--- src/rtl/instr_fetch_buffer_if.sv ---
// Fetch-stage bundle: hazard/redirect controls, instruction-memory port and
// the IF/ID buffer outputs. The fetch stage uses 'slave'; its environment uses 'master'.
interface instr_fetch_buffer_if #(
  parameter int PC_W    = 16,
  parameter int INSTR_W = 16
);
  logic               in_hz;
  logic               in_pc_src;
  logic [PC_W-1:0]    in_branch_target;
  logic [INSTR_W-1:0] in_imem_data;
  logic [PC_W-1:0]    out_imem_addr;
  logic               out_imem_en;
  logic [INSTR_W-1:0] out_buf;
  logic               out_buf_valid;
  logic [PC_W-1:0]    out_buf_pc;
  logic [7:0]         out_flush_cnt;

  modport slave (
    input  in_hz, in_pc_src, in_branch_target, in_imem_data,
    output out_imem_addr, out_imem_en, out_buf, out_buf_valid, out_buf_pc, out_flush_cnt
  );

  modport master (
    output in_hz, in_pc_src, in_branch_target, in_imem_data,
    input  out_imem_addr, out_imem_en, out_buf, out_buf_valid, out_buf_pc, out_flush_cnt
  );
endinterface

--- src/rtl/instr_fetch_buffer.sv ---
// Instruction fetch stage with IF/ID buffer: drives a synchronous instruction
// memory, honours hazard stalls and branch redirects, counts flushes.
module instr_fetch_buffer #(
  parameter int              PC_W      = 16,
  parameter int              INSTR_W   = 16,
  parameter logic [PC_W-1:0] RESET_PC  = 16'h0000,
  parameter logic [INSTR_W-1:0] NOP_INSTR = 16'h0000
) (
  input logic                   CLOCK,
  input logic                   in_rst,
  instr_fetch_buffer_if.slave   bus
);

  localparam logic [1:0] S_RESET    = 2'd0;
  localparam logic [1:0] S_RUN      = 2'd1;
  localparam logic [1:0] S_STALL    = 2'd2;
  localparam logic [1:0] S_REDIRECT = 2'd3;

  logic [1:0]         state_q,   state_d;
  logic [PC_W-1:0]    addr_q,    addr_d;
  logic               en_q,      en_d;
  logic [INSTR_W-1:0] buf_q,     buf_d;
  logic               valid_q,   valid_d;
  logic [PC_W-1:0]    buf_pc_q,  buf_pc_d;
  logic [7:0]         flush_q,   flush_d;
  logic               pending_q, pending_d;

  always_comb begin
    state_d   = state_q;
    addr_d    = addr_q;
    en_d      = en_q;
    buf_d     = buf_q;
    valid_d   = valid_q;
    buf_pc_d  = buf_pc_q;
    flush_d   = flush_q;
    pending_d = pending_q;
    case (state_q)
      S_RESET: begin
        state_d   = S_RUN;
        en_d      = 1'b1;
        addr_d    = RESET_PC;
        pending_d = 1'b1;
      end
      S_RUN, S_STALL, S_REDIRECT: begin
        // Redirect wins over stall; the wrong-path word on the memory bus is dropped.
        if (bus.in_pc_src) begin
          state_d   = S_REDIRECT;
          addr_d    = bus.in_branch_target;
          buf_d     = NOP_INSTR;
          valid_d   = 1'b0;
          flush_d   = (flush_q == 8'hFF) ? flush_q : flush_q + 8'd1;
          pending_d = 1'b1;
        end else if (bus.in_hz) begin
          state_d = S_STALL;
        end else begin
          state_d = S_RUN;
          if (pending_q) begin
            buf_d    = bus.in_imem_data;
            valid_d  = 1'b1;
            buf_pc_d = addr_q;
          end
          addr_d    = addr_q + 1'b1;
          pending_d = 1'b1;
        end
      end
      default: state_d = S_RESET;
    endcase
  end

  always_ff @(posedge CLOCK or negedge in_rst) begin
    if (!in_rst) begin
      state_q   <= S_RESET;
      addr_q    <= RESET_PC;
      en_q      <= 1'b0;
      buf_q     <= NOP_INSTR;
      valid_q   <= 1'b0;
      buf_pc_q  <= '0;
      flush_q   <= 8'd0;
      pending_q <= 1'b0;
    end else begin
      state_q   <= state_d;
      addr_q    <= addr_d;
      en_q      <= en_d;
      buf_q     <= buf_d;
      valid_q   <= valid_d;
      buf_pc_q  <= buf_pc_d;
      flush_q   <= flush_d;
      pending_q <= pending_d;
    end
  end

  assign bus.out_imem_addr = addr_q;
  assign bus.out_imem_en   = en_q;
  assign bus.out_buf       = buf_q;
  assign bus.out_buf_valid = valid_q;
  assign bus.out_buf_pc    = buf_pc_q;
  assign bus.out_flush_cnt = flush_q;

endmodule

--- src/flat_wrapper.sv ---
// flat-port wrapper written by rule: the top's interface ports become plain ports
module instr_fetch_buffer_flat 
#(
  parameter int              PC_W      = 16,
  parameter int              INSTR_W   = 16,
  parameter logic [PC_W-1:0] RESET_PC  = 16'h0000,
  parameter logic [INSTR_W-1:0] NOP_INSTR = 16'h0000
)
  (CLOCK, in_rst, bus_in_hz, bus_in_pc_src, bus_in_branch_target, bus_in_imem_data, bus_out_imem_addr, bus_out_imem_en, bus_out_buf, bus_out_buf_valid, bus_out_buf_pc, bus_out_flush_cnt);
  instr_fetch_buffer_if #(.PC_W(PC_W), .INSTR_W(INSTR_W)) bus_i ();
  input logic CLOCK;
  input logic in_rst;
  input wire logic [$bits(bus_i.in_hz)-1:0] bus_in_hz;
  input wire logic [$bits(bus_i.in_pc_src)-1:0] bus_in_pc_src;
  input wire logic [$bits(bus_i.in_branch_target)-1:0] bus_in_branch_target;
  input wire logic [$bits(bus_i.in_imem_data)-1:0] bus_in_imem_data;
  output wire logic [$bits(bus_i.out_imem_addr)-1:0] bus_out_imem_addr;
  output wire logic [$bits(bus_i.out_imem_en)-1:0] bus_out_imem_en;
  output wire logic [$bits(bus_i.out_buf)-1:0] bus_out_buf;
  output wire logic [$bits(bus_i.out_buf_valid)-1:0] bus_out_buf_valid;
  output wire logic [$bits(bus_i.out_buf_pc)-1:0] bus_out_buf_pc;
  output wire logic [$bits(bus_i.out_flush_cnt)-1:0] bus_out_flush_cnt;
  assign bus_i.in_hz = bus_in_hz;
  assign bus_i.in_pc_src = bus_in_pc_src;
  assign bus_i.in_branch_target = bus_in_branch_target;
  assign bus_i.in_imem_data = bus_in_imem_data;
  assign bus_out_imem_addr = bus_i.out_imem_addr;
  assign bus_out_imem_en = bus_i.out_imem_en;
  assign bus_out_buf = bus_i.out_buf;
  assign bus_out_buf_valid = bus_i.out_buf_valid;
  assign bus_out_buf_pc = bus_i.out_buf_pc;
  assign bus_out_flush_cnt = bus_i.out_flush_cnt;
  instr_fetch_buffer #(.PC_W(PC_W), .INSTR_W(INSTR_W), .RESET_PC(RESET_PC), .NOP_INSTR(NOP_INSTR)) u_core (.CLOCK(CLOCK), .in_rst(in_rst), .bus(bus_i));
endmodule
--- config.mk ---
export PLATFORM = sky130hd
export DESIGN_NAME = instr_fetch_buffer_flat
export DESIGN_NICKNAME = d
export VERILOG_FILES = /design/src/rtl/instr_fetch_buffer_if.sv /design/src/rtl/instr_fetch_buffer.sv /design/src/flat_wrapper.sv
export SDC_FILE = /design/constraint.sdc
export NUM_CORES = 1
export LEC_CHECK = 0
export ABC_AREA = 0
export CORE_MARGIN = 1.5
export CORE_UTILIZATION = 45
export CTS_CLUSTER_DIAMETER = 40
export DETAILED_ROUTE_END_ITERATION = 8
export PLACE_DENSITY = 0.85
export SETUP_SLACK_MARGIN = 0.5
export SYNTH_ARGS = -nofsm -noshare
export SYNTH_HDL_FRONTEND = slang
export SYNTH_SLANG_ARGS = --single-unit
--- constraint.sdc ---
create_clock -name CLOCK -period 2.1 [get_ports CLOCK]
set_clock_uncertainty 0.1 [all_clocks]
set_input_delay 0.42 -clock CLOCK [delete_from_list [all_inputs] [get_ports CLOCK]]
set_output_delay 0.42 -clock CLOCK [all_outputs]
set_load 0.02 [all_outputs]
==> results list, run 1 <==
- After detailed placement, the total cell area comes to 0.003740 sq mm.
- Per-cell via count in the routed design: 5.331
- Leakage component of the power: 0.001876 uW
- The tree is rooted in a clkbuf_8.
* Number of antenna violations at the first check in global routing: 0
- TritonCTS built the clock tree.
* Maximum frequency from static timing analysis: 591.8 MHz
- Mean cell area of the mapped netlist: 12.15 sq um
- The worst setup path is launched from a flip-flop.
- P&R area growth vs syn: 59.23%
* First-pass GRT wire length: 10,850 um
- Setup violators final: 0
- Die outline height: 79.36 um
- With fillers left out, the area of the finished cells amounts to 0.004178 sq mm.
- Floorplan core area: 0.005574 sq mm
* Global-route congestion overflow total: 0
- The die covers 0.006298 sq mm.
- Of the cells placed in the final design, the portion with a size suffix greater than 1 is 0.3563.
- Slew headroom: 0.6474
- Final worst setup slack: 0.4102 ns
* Final critical-path share of the clock period: 0.8047
* Total number of nets in the final design: 381
* Number of failing hold endpoints at the final stage: 0
* Worst slack, placed: -0.08980 ns
* Most common cell after layout, fill and taps aside: dfrtp_1
- The via count of the first global-routing pass came to 2,299.
* WL per Instance: 16.56 um
* Setup repair after global routing missed its margin: true
- Crit Path Class: flip-flop to flip-flop
* Synth warnings: 0
- The first TritonRoute pass finished after 4 iterations.
- Number of flip-flops and latches in the synthesized netlist: 61
- In this run the worst path has a maximum fanout of 4.
- The flow ran to the end, and the final reports show no timing, DRC or antenna violations.
- Fill count: 385
- Top library cells by usage in the layout, fill and taps aside: dfrtp_1 (46), dlygate4sd2_1 (34), clkdlybuf4s50_1 (33), buf_4 (24)
- Placed wire-length estimate: 4549 um
* Number of rows in the core area: 27
- The mapped netlist covers 0.002624 sq mm.
* Total number of vias: 2,239
- The number of nets handed over by synthesis was 254.
* Slowest cell delay on critical path: 0.41 ns
* Total buffers and inverters traversed by the critical path: 0
* Total of buffers placed on input and output ports: 93
* Hold slack final: 0.3748 ns
* Count of inserted antenna diode cells: 0
* Initial cell density of the core: 0.4707
- After detailed routing, the number of remaining DRC violations is 0.
* Final WL: 6956 um
- Sequential-to-total area share from yosys stat: 0.5818
- Clock tree synthesis inserted a total of 9 buffers.
- Die outline width: 79.36 um
* Longest Clk Path Bufs: 2
* Max_cap viols: 0
- The netlist uses 35 different library cells.
- Worst-margin pin slew: 0.5289 ns
- Routability cong.: 0.7221
- Data on the critical path arrives at its endpoint at 1.83 ns.
- Clock latency on the worst-skew pair: 0.33 ns
* Reg clk slew, reported paths: 0.07 ns
- Number of instances in the placed design: 383
- TritonCTS Sinks: 61
- Data on the critical path is required at its endpoint by 2.24 ns.
- Final number of max-transition violations: 0
- Power Dens Cells: 912.0 mW/mm^2
- Counting every instance in the synthesized netlist gives 216.
* Critical path's top delay family: simple AND/OR/NAND/NOR gates
* Crit-path cells: nand2_1 -> or3_4 -> or4_1 -> a31oi_1
- After the first detailed-routing iteration, the DRC count stood at 56.
- Final Non-Filler Cells: 420
- Deepest level of the CTS H-tree: 3
* Worst supply voltage drop on vdd: 0.0006423 V
* Util after Layout: 0.7495
* GR Util All Layers: 0.2263
* Min-Delay Path Class: flip-flop to flip-flop
* Crit. End Element: flip-flop
* Slowest cell on the critical path: dfrtp_1
* Largest net degree at the start of global routing: 23
* Final critical-path required period: 1.690 ns
- The detail route stage leaves a number of antenna-violating nets equal to 0.
* Number of ports placed on the die boundary: 94
## synth_stat cells, drive strengths merged
cell type	instances	area [sq um]
xnor2	15	131.4
nand4	5	46.29
buf	5	37.53
nor3	3	15.01
nor4	3	18.77
nand3b	1	7.510
a31oi	2	12.51
o21ai	14	70.06
nor2b	1	6.260
nand3	4	20.02
or4	2	15.01
a311oi	3	32.53
nand2b	2	12.51
nand4b	2	17.52
a21oi	11	55.05
mux2i	2	20.02
o31ai	2	15.01
xor2	3	26.28
dfrtp	61	1526
a21o	1	7.510
nor2	12	45.04
clkbuf	7	26.28
and3	4	25.02
or3	3	23.77
or2	2	12.51
mux2	17	191.4
nand2	7	26.28
a22o	16	140.1
ha	2	25.02
inv	4	15.01
## state kept, by name (all words and copies together) (netlist names)
register	cells
u_core.bus.out_imem_en	1
u_core.bus.out_flush_cnt	8
u_core.pending_q	1
u_core.state_q	2
u_core.bus.out_buf	16
u_core.bus.out_buf_valid	1
u_core.bus.out_buf_pc	16
u_core.bus.out_imem_addr	16
## metal layers
metal  vias to the layer above  track usage  wire length, um  share of wire
li1                       1039            -                -              -
met1                      1109       0.2748             2990           0.43
met2                        77       0.3983             3503           0.50
met3                        14      0.03793              356          0.051
met4                         0      0.09123              106          0.015
met5                         -            0                0              0
## cell type report
cell class	instances	area, sq um	area share
flip-flops and latches	61	1545	0.3699
repair buffers	128	1196	0.2863
multi-input cells	139	1121	0.2683
clock buffers	12	165.2	0.03953
well taps	72	90.09	0.02156
clock inverters	4	45.04	0.01078
inverters	4	15.01	0.003594
## metrics by stage
stage | TNS (ns) | total power, uW
after floorplan | 0 | 2129
after global placement | -0.1508 | 2674
after detailed placement | -0.7218 | 2711
after CTS | 0 | 3764
after global routing | 0 | 3994
final | 0 | 3810
## final timing paths
| path | startpoint | end | slack (ns) | cells past startpoint |
|---|---|---|---|---|
| min | u_core.pending_q | u_core.pending_q | 0.37 | 1 |
| max in group asynchronous | in_rst | u_core.bus.out_buf[5] | 0.74 | 3 |
| max reg2reg | u_core.bus.out_imem_addr[7] | u_core.bus.out_imem_addr[15] | 0.41 | 4 |
| min in group asynchronous | in_rst | u_core.bus.out_flush_cnt[4] | 0.50 | 2 |
| max | u_core.bus.out_imem_addr[7] | u_core.bus.out_imem_addr[15] | 0.41 | 4 |
| min reg2reg | u_core.pending_q | u_core.pending_q | 0.37 | 1 |
## cell families (layout without fill, tap and decap cells)
group,after synthesis,count (layout),share of synthesized area
buf+inv,16,148,0.03004
mux,19,19,0.08059
xor+xnor,18,18,0.06009
fa+ha+maj,2,2,0.009536
simple gates,51,51,0.1111
flops,61,61,0.5818
compound gates,49,49,0.1268
## timing repair
item / 4_1_cts / 5_1_grt
hold buffers: 1 / 0
endpoints found under the setup margin: 103 / 62
endpoints found under the hold margin: 20 / 0
setup buffers: 10 / 10
pin swaps: 7 / 10
gates resized for setup: 115 / 37
## power breakdown
group | leakage (uW) | switching [uW] | internal (uW)
logic | 0.00104 | 573 | 579
clock network | 0.000112 | 447 | 639
registers | 0.000721 | 190 | 1380
total | 0.00188 | 1210 | 2600
No activity file was read; power rests on OpenSTA's default activity.
==> run 2: changes to the inputs <==
==> constraint.sdc (replaced) <==
create_clock -name CLOCK -period 1.7 [get_ports CLOCK]
set_clock_uncertainty 0.1 [all_clocks]
set_input_delay 0.34 -clock CLOCK [delete_from_list [all_inputs] [get_ports CLOCK]]
set_output_delay 0.34 -clock CLOCK [all_outputs]
set_load 0.02 [all_outputs]
==> run 2 against run 1 <==
Against the previous run: the flow now stops in global routing (5_1_grt); synthesized cell count is the same; synthesized area unchanged.
==> results list, run 2 <==
- In the synthesized netlist the dominant register cell turns out to be dfrtp_1.
* Cell at the root of the clock tree: clkbuf_8
- The Yosys warning count is 0 (unchanged).
* Number of rows in the core area: 27 (unchanged)
- Worst endpoint pin kind: register input
- The most common cell in the synthesized netlist is dfrtp_1.
- The synthesized cell area came to 0.002624 sq mm (unchanged).
- The tool reported: "[ERROR DPL-0033] detailed placement checks failed during check placement".
- The number of top-level pins came to 94 (unchanged).
- The number of buffers inserted during clock tree synthesis is 9 (unchanged).
- The register bit count reported by yosys is 61 (unchanged).
- The count of flip-flops with a built-in enable after synthesis came to 0 (unchanged).
- The chip height is 79.36 um (unchanged).
- Placed wire-length estimate: 4656 um (+2.4%)
- TritonCTS Sinks: 61 (unchanged)
- Worst endpoint, post-GRT repair: u_core.bus.out_flush_cnt[7]$_DFFE_PN0P_/D
- The net count after synthesis is 254 (unchanged).
- Entering global routing, the biggest net connects 62 pins.
- The fraction of registers with async set/reset was 1.000 (unchanged).
- Routability cong.: 0.8172 (+13%)
- Sequential-to-total area share from yosys stat: 0.5818 (unchanged)
- Ranked by total cell area, the synthesized netlist is headed by dfrtp_1 (58%), mux2_2 (7.3%), a22o_1 (5.3%), xnor2_1 (5.0%), o21ai_0 (2.5%).
- The number of instances in the synthesized netlist came to 216 (unchanged).
- The count of placed standard cells including taps was 401 (+4.7%).
- The biggest area contributor in the post-synthesis netlist is dfrtp_1.
- The unique cell type count in the Yosys netlist is 35 (unchanged).
- The count of input and output buffers came to 93 (unchanged).
- The initial antenna violation count was 1.
* Initial cell density of the core: 0.4707 (unchanged)
- Deepest level of the CTS H-tree: 3 (unchanged)
* Longest Clk Path Bufs: 2 (unchanged)
- The average footprint of a synthesized cell is 12.15 sq um (unchanged).
- The flow did not finish.
- The proportion of netlist area held by the largest area contributor is 0.5818 (unchanged).
* Stage where the flow stopped: global routing (5_1_grt)
* Most frequent cells after synthesis: dfrtp_1 (61), mux2_2 (17), a22o_1 (16)
* Die outline width: 79.36 um (unchanged)
## run 2: cells by family after synthesis
group	after synthesis	synth area share
compound gates	49	0.1268
fa+ha+maj	2	0.009536
mux	19	0.08059
xor+xnor	18	0.06009
buf+inv	16	0.03004
simple gates	51	0.1111
flops	61	0.5818
## run 2: per-stage QoR
step	setup TNS (ns)	hold WS [ns]	instance area (sq um)	worst slack (ns)
3_3_place_gp	-11.23	0.2698	3930	-0.3051
4_1_cts	0	0.3774	4770	0.02221
3_5_place_dp	-13.66	0.2792	3930	-0.3471
2_1_floorplan	-0.3526	-0.05559	2773	-0.07709
## run 2: repair_timing
| item | in CTS |
|---|---|
| hold buffers | 1 |
| cloned | 2 |
| pin swaps | 24 |
| endpoints found under the setup margin | 117 |
| resized for setup | 378 |
| endpoints found under the hold margin | 61 |
| setup buffers | 37 |
==> run 3: changes to the inputs <==
--- a/config.mk
+++ b/config.mk
@@ -7,11 +7,9 @@
 export LEC_CHECK = 0
 export ABC_AREA = 0
 export CORE_MARGIN = 1.5
-export CORE_UTILIZATION = 45
-export CTS_CLUSTER_DIAMETER = 40
+export CORE_UTILIZATION = 35
 export DETAILED_ROUTE_END_ITERATION = 8
-export PLACE_DENSITY = 0.85
-export SETUP_SLACK_MARGIN = 0.5
+export PLACE_DENSITY_LB_ADDON = 0.15
 export SYNTH_ARGS = -nofsm -noshare
 export SYNTH_HDL_FRONTEND = slang
 export SYNTH_SLANG_ARGS = --single-unit
==> run 3 against run 2 <==
Against the previous run: the run now ends clean.
==> results list, run 3 (synthesis results as in run 1) <==
- The run finished with clean final reports.
* Die area: 0.008025 sq mm
- Util after Layout: 0.5639
* Cell at the root of the clock tree: clkbuf_8
* Total number of vias: 2,145
- Setup violations remaining at the end of the flow were counted as 0.
* Most common cell after layout, fill and taps aside: dlygate4sd2_1
- Number of detailed-route iterations in the first pass: 4
- Setup repair after global routing missed its margin: true
* Top library cells by usage in the layout, fill and taps aside: dlygate4sd2_1 (57), dfrtp_1 (52), buf_4 (35), clkdlybuf4s50_1 (33)
- Power Dens Cells: 1094 mW/mm^2
- Routability cong.: 0.7525 (-7.9%)
- Deepest level of the CTS H-tree: 3 (unchanged)
* Number of failing hold endpoints at the final stage: 0
- Summed over all layers, the global routing overflow is 0.
- Timing would allow up to 599.4 MHz.
* Number of rows in the core area: 31 (+15%)
* Count of inserted antenna diode cells: 0
- For this run, the total global-route usage over all layers was measured as 0.1677.
- For the pin with the worst max-slew slack, the measured transition is 0.3262 ns.
* Longest Clk Path Bufs: 2 (unchanged)
- Critical path launch point type: flip-flop
* Max FO, Critical Path: 8
- Critical path data arrival time: 1.79 ns
- The smallest clock period supported by the final layout is computed as 1.668 ns.
- The analysis attributes to cell leakage a power of 0.001863 uW.
- Hold slack final: 0.3799 ns
- Number of remaining DRC errors: 0
- Final number of max-transition violations: 0
- Worst supply voltage drop on vdd: 0.0006813 V
- Once detail routing completed, the nets flagged for antenna violations numbered 0.
- Design Area, Final: 0.004090 sq mm
- The count of input and output buffers came to 93 (unchanged).
* Via count of the first global-routing pass: 2,085
- Slowest cell delay on critical path: 0.42 ns
* Max_cap viols: 0
- For the final routed database, the setup TNS stands at 0 ns.
- Die outline width: 89.58 um (+13%)
* Required time at the worst-slack endpoint: 1.82 ns
- WL per Instance: 14.33 um
- The number of buffers inserted during clock tree synthesis came to 9 (unchanged).
- Crit-path cells: ha_4 -> and3_4 -> a311oi_4 -> buf_6 -> mux2_4
* Number of antenna violations at the first check in global routing: 0
* TritonCTS Sinks: 61 (unchanged)
* Slowest cell on the critical path: dfrtp_2
- DRC marker count from the first detailed-route iteration: 60
- The worst setup path is captured at a flip-flop.
- Die outline height: 89.58 um (+13%)
* Placed wire-length estimate: 4529 um (-2.7%)
- The area growth from synthesis to layout is 55.89%.
- After clock tree synthesis, the clock-pin slew on the worst setup and hold paths is 0.06 ns.
* Per-cell via count in the routed design: 4.767
- Crit Path Class: flip-flop to flip-flop
- TritonCTS built the clock tree.
- Final worst setup slack: 0.03166 ns
- Final WL: 6448 um
- In the final design database the tool counted 385 nets.
- Floorplan core area: 0.007253 sq mm
- The placed cell area came to 0.003916 sq mm (-0.35%).
- Number of ports placed on the die boundary: 94 (unchanged)
- Slew headroom: 0.7805
* Final critical-path share of the clock period: 0.9814
- The placement-stage worst setup slack came to -0.3391 ns (+0.008073 ns).
* Sequential cell area: 0.001538 sq mm
* Area of the multi-input gates: 0.001055 sq mm
- The first global-routing pass estimated 10,080 um of wire.
- Clock latency on the worst-skew pair: 0.33 ns
- Of the cells placed in the final design, the portion with a size suffix greater than 1 is 0.2450.
- Fill count: 676
- Initial cell density of the core: 0.3617 (-0.1090)
* Min-Delay Path Class: flip-flop to flip-flop
* Largest net degree at the start of global routing: 62
-- run 3: worst max-delay path: cells and delay by family, from the launching register on --
family	cells	cell delay [ns]
flip-flops	1	0.42
multiplexers	1	0.29
AO/OA/AOI/OAI	1	0.25
adder cells (fa/ha/maj)	1	0.17
buffers and inverters	1	0.17
AND/OR/NAND/NOR	1	0.15
-- run 3: layout make-up --
class                      instances  share of cell area
timing repair buffer             132              0.2888
clock inverter                     1            0.001224
tap                               99             0.03028
clock buffer                      14             0.04221
inverter                           4            0.003671
sequential                        61              0.3760
multi-input combinational        139              0.2579
-- run 3: repair_timing --
| action | in CTS | in global routing |
|---|---|---|
| endpoints found under the setup margin | 62 | 19 |
| setup buffers | 0 | 5 |
| gates resized for setup | 59 | 4 |
| hold buffers | 1 | 0 |
| pin swaps | 1 | 3 |
| hold endpoints to repair | 61 | 0 |
-- run 3: path summary, 6_finish.rpt --
kind	slack [ns]	end	start	cells after the start
min in group asynchronous	0.45	u_core.bus.out_imem_addr[10]	in_rst	3
max in group asynchronous	0.76	u_core.bus.out_imem_addr[0]	in_rst	3
min	0.38	u_core.pending_q	u_core.pending_q	1
max reg2reg	0.03	u_core.bus.out_flush_cnt[1]	u_core.bus.out_flush_cnt[1]	5
max	0.03	u_core.bus.out_flush_cnt[1]	u_core.bus.out_flush_cnt[1]	5
min reg2reg	0.38	u_core.pending_q	u_core.pending_q	1
-- run 3: metal layers --
layer | vias to the layer above | wire length, um | track usage
li1 | 1041 | - | -
met1 | 1047 | 2944 | 0.2159
met4 | 0 | 102 | 0.07972
met3 | 9 | 330 | 0.04022
met2 | 48 | 3069 | 0.2666
met5 | - | 0 | 0
-- run 3: stage by stage --
step           cells  total power (uW)
3_3_place_gp     429              3458
6_report         450              4474
5_1_grt          450              4735
2_1_floorplan    216              2625
3_5_place_dp     429              3478
4_1_cts          445              4500
-- run 3: power breakdown --
part | leakage (uW) | internal [uW] | total [uW] | switching, uW
Clock | 0.0000926 | 640 | 1170 | 527
Combinational | 0.00104 | 712 | 1430 | 716
Sequential | 0.000727 | 1700 | 1880 | 176
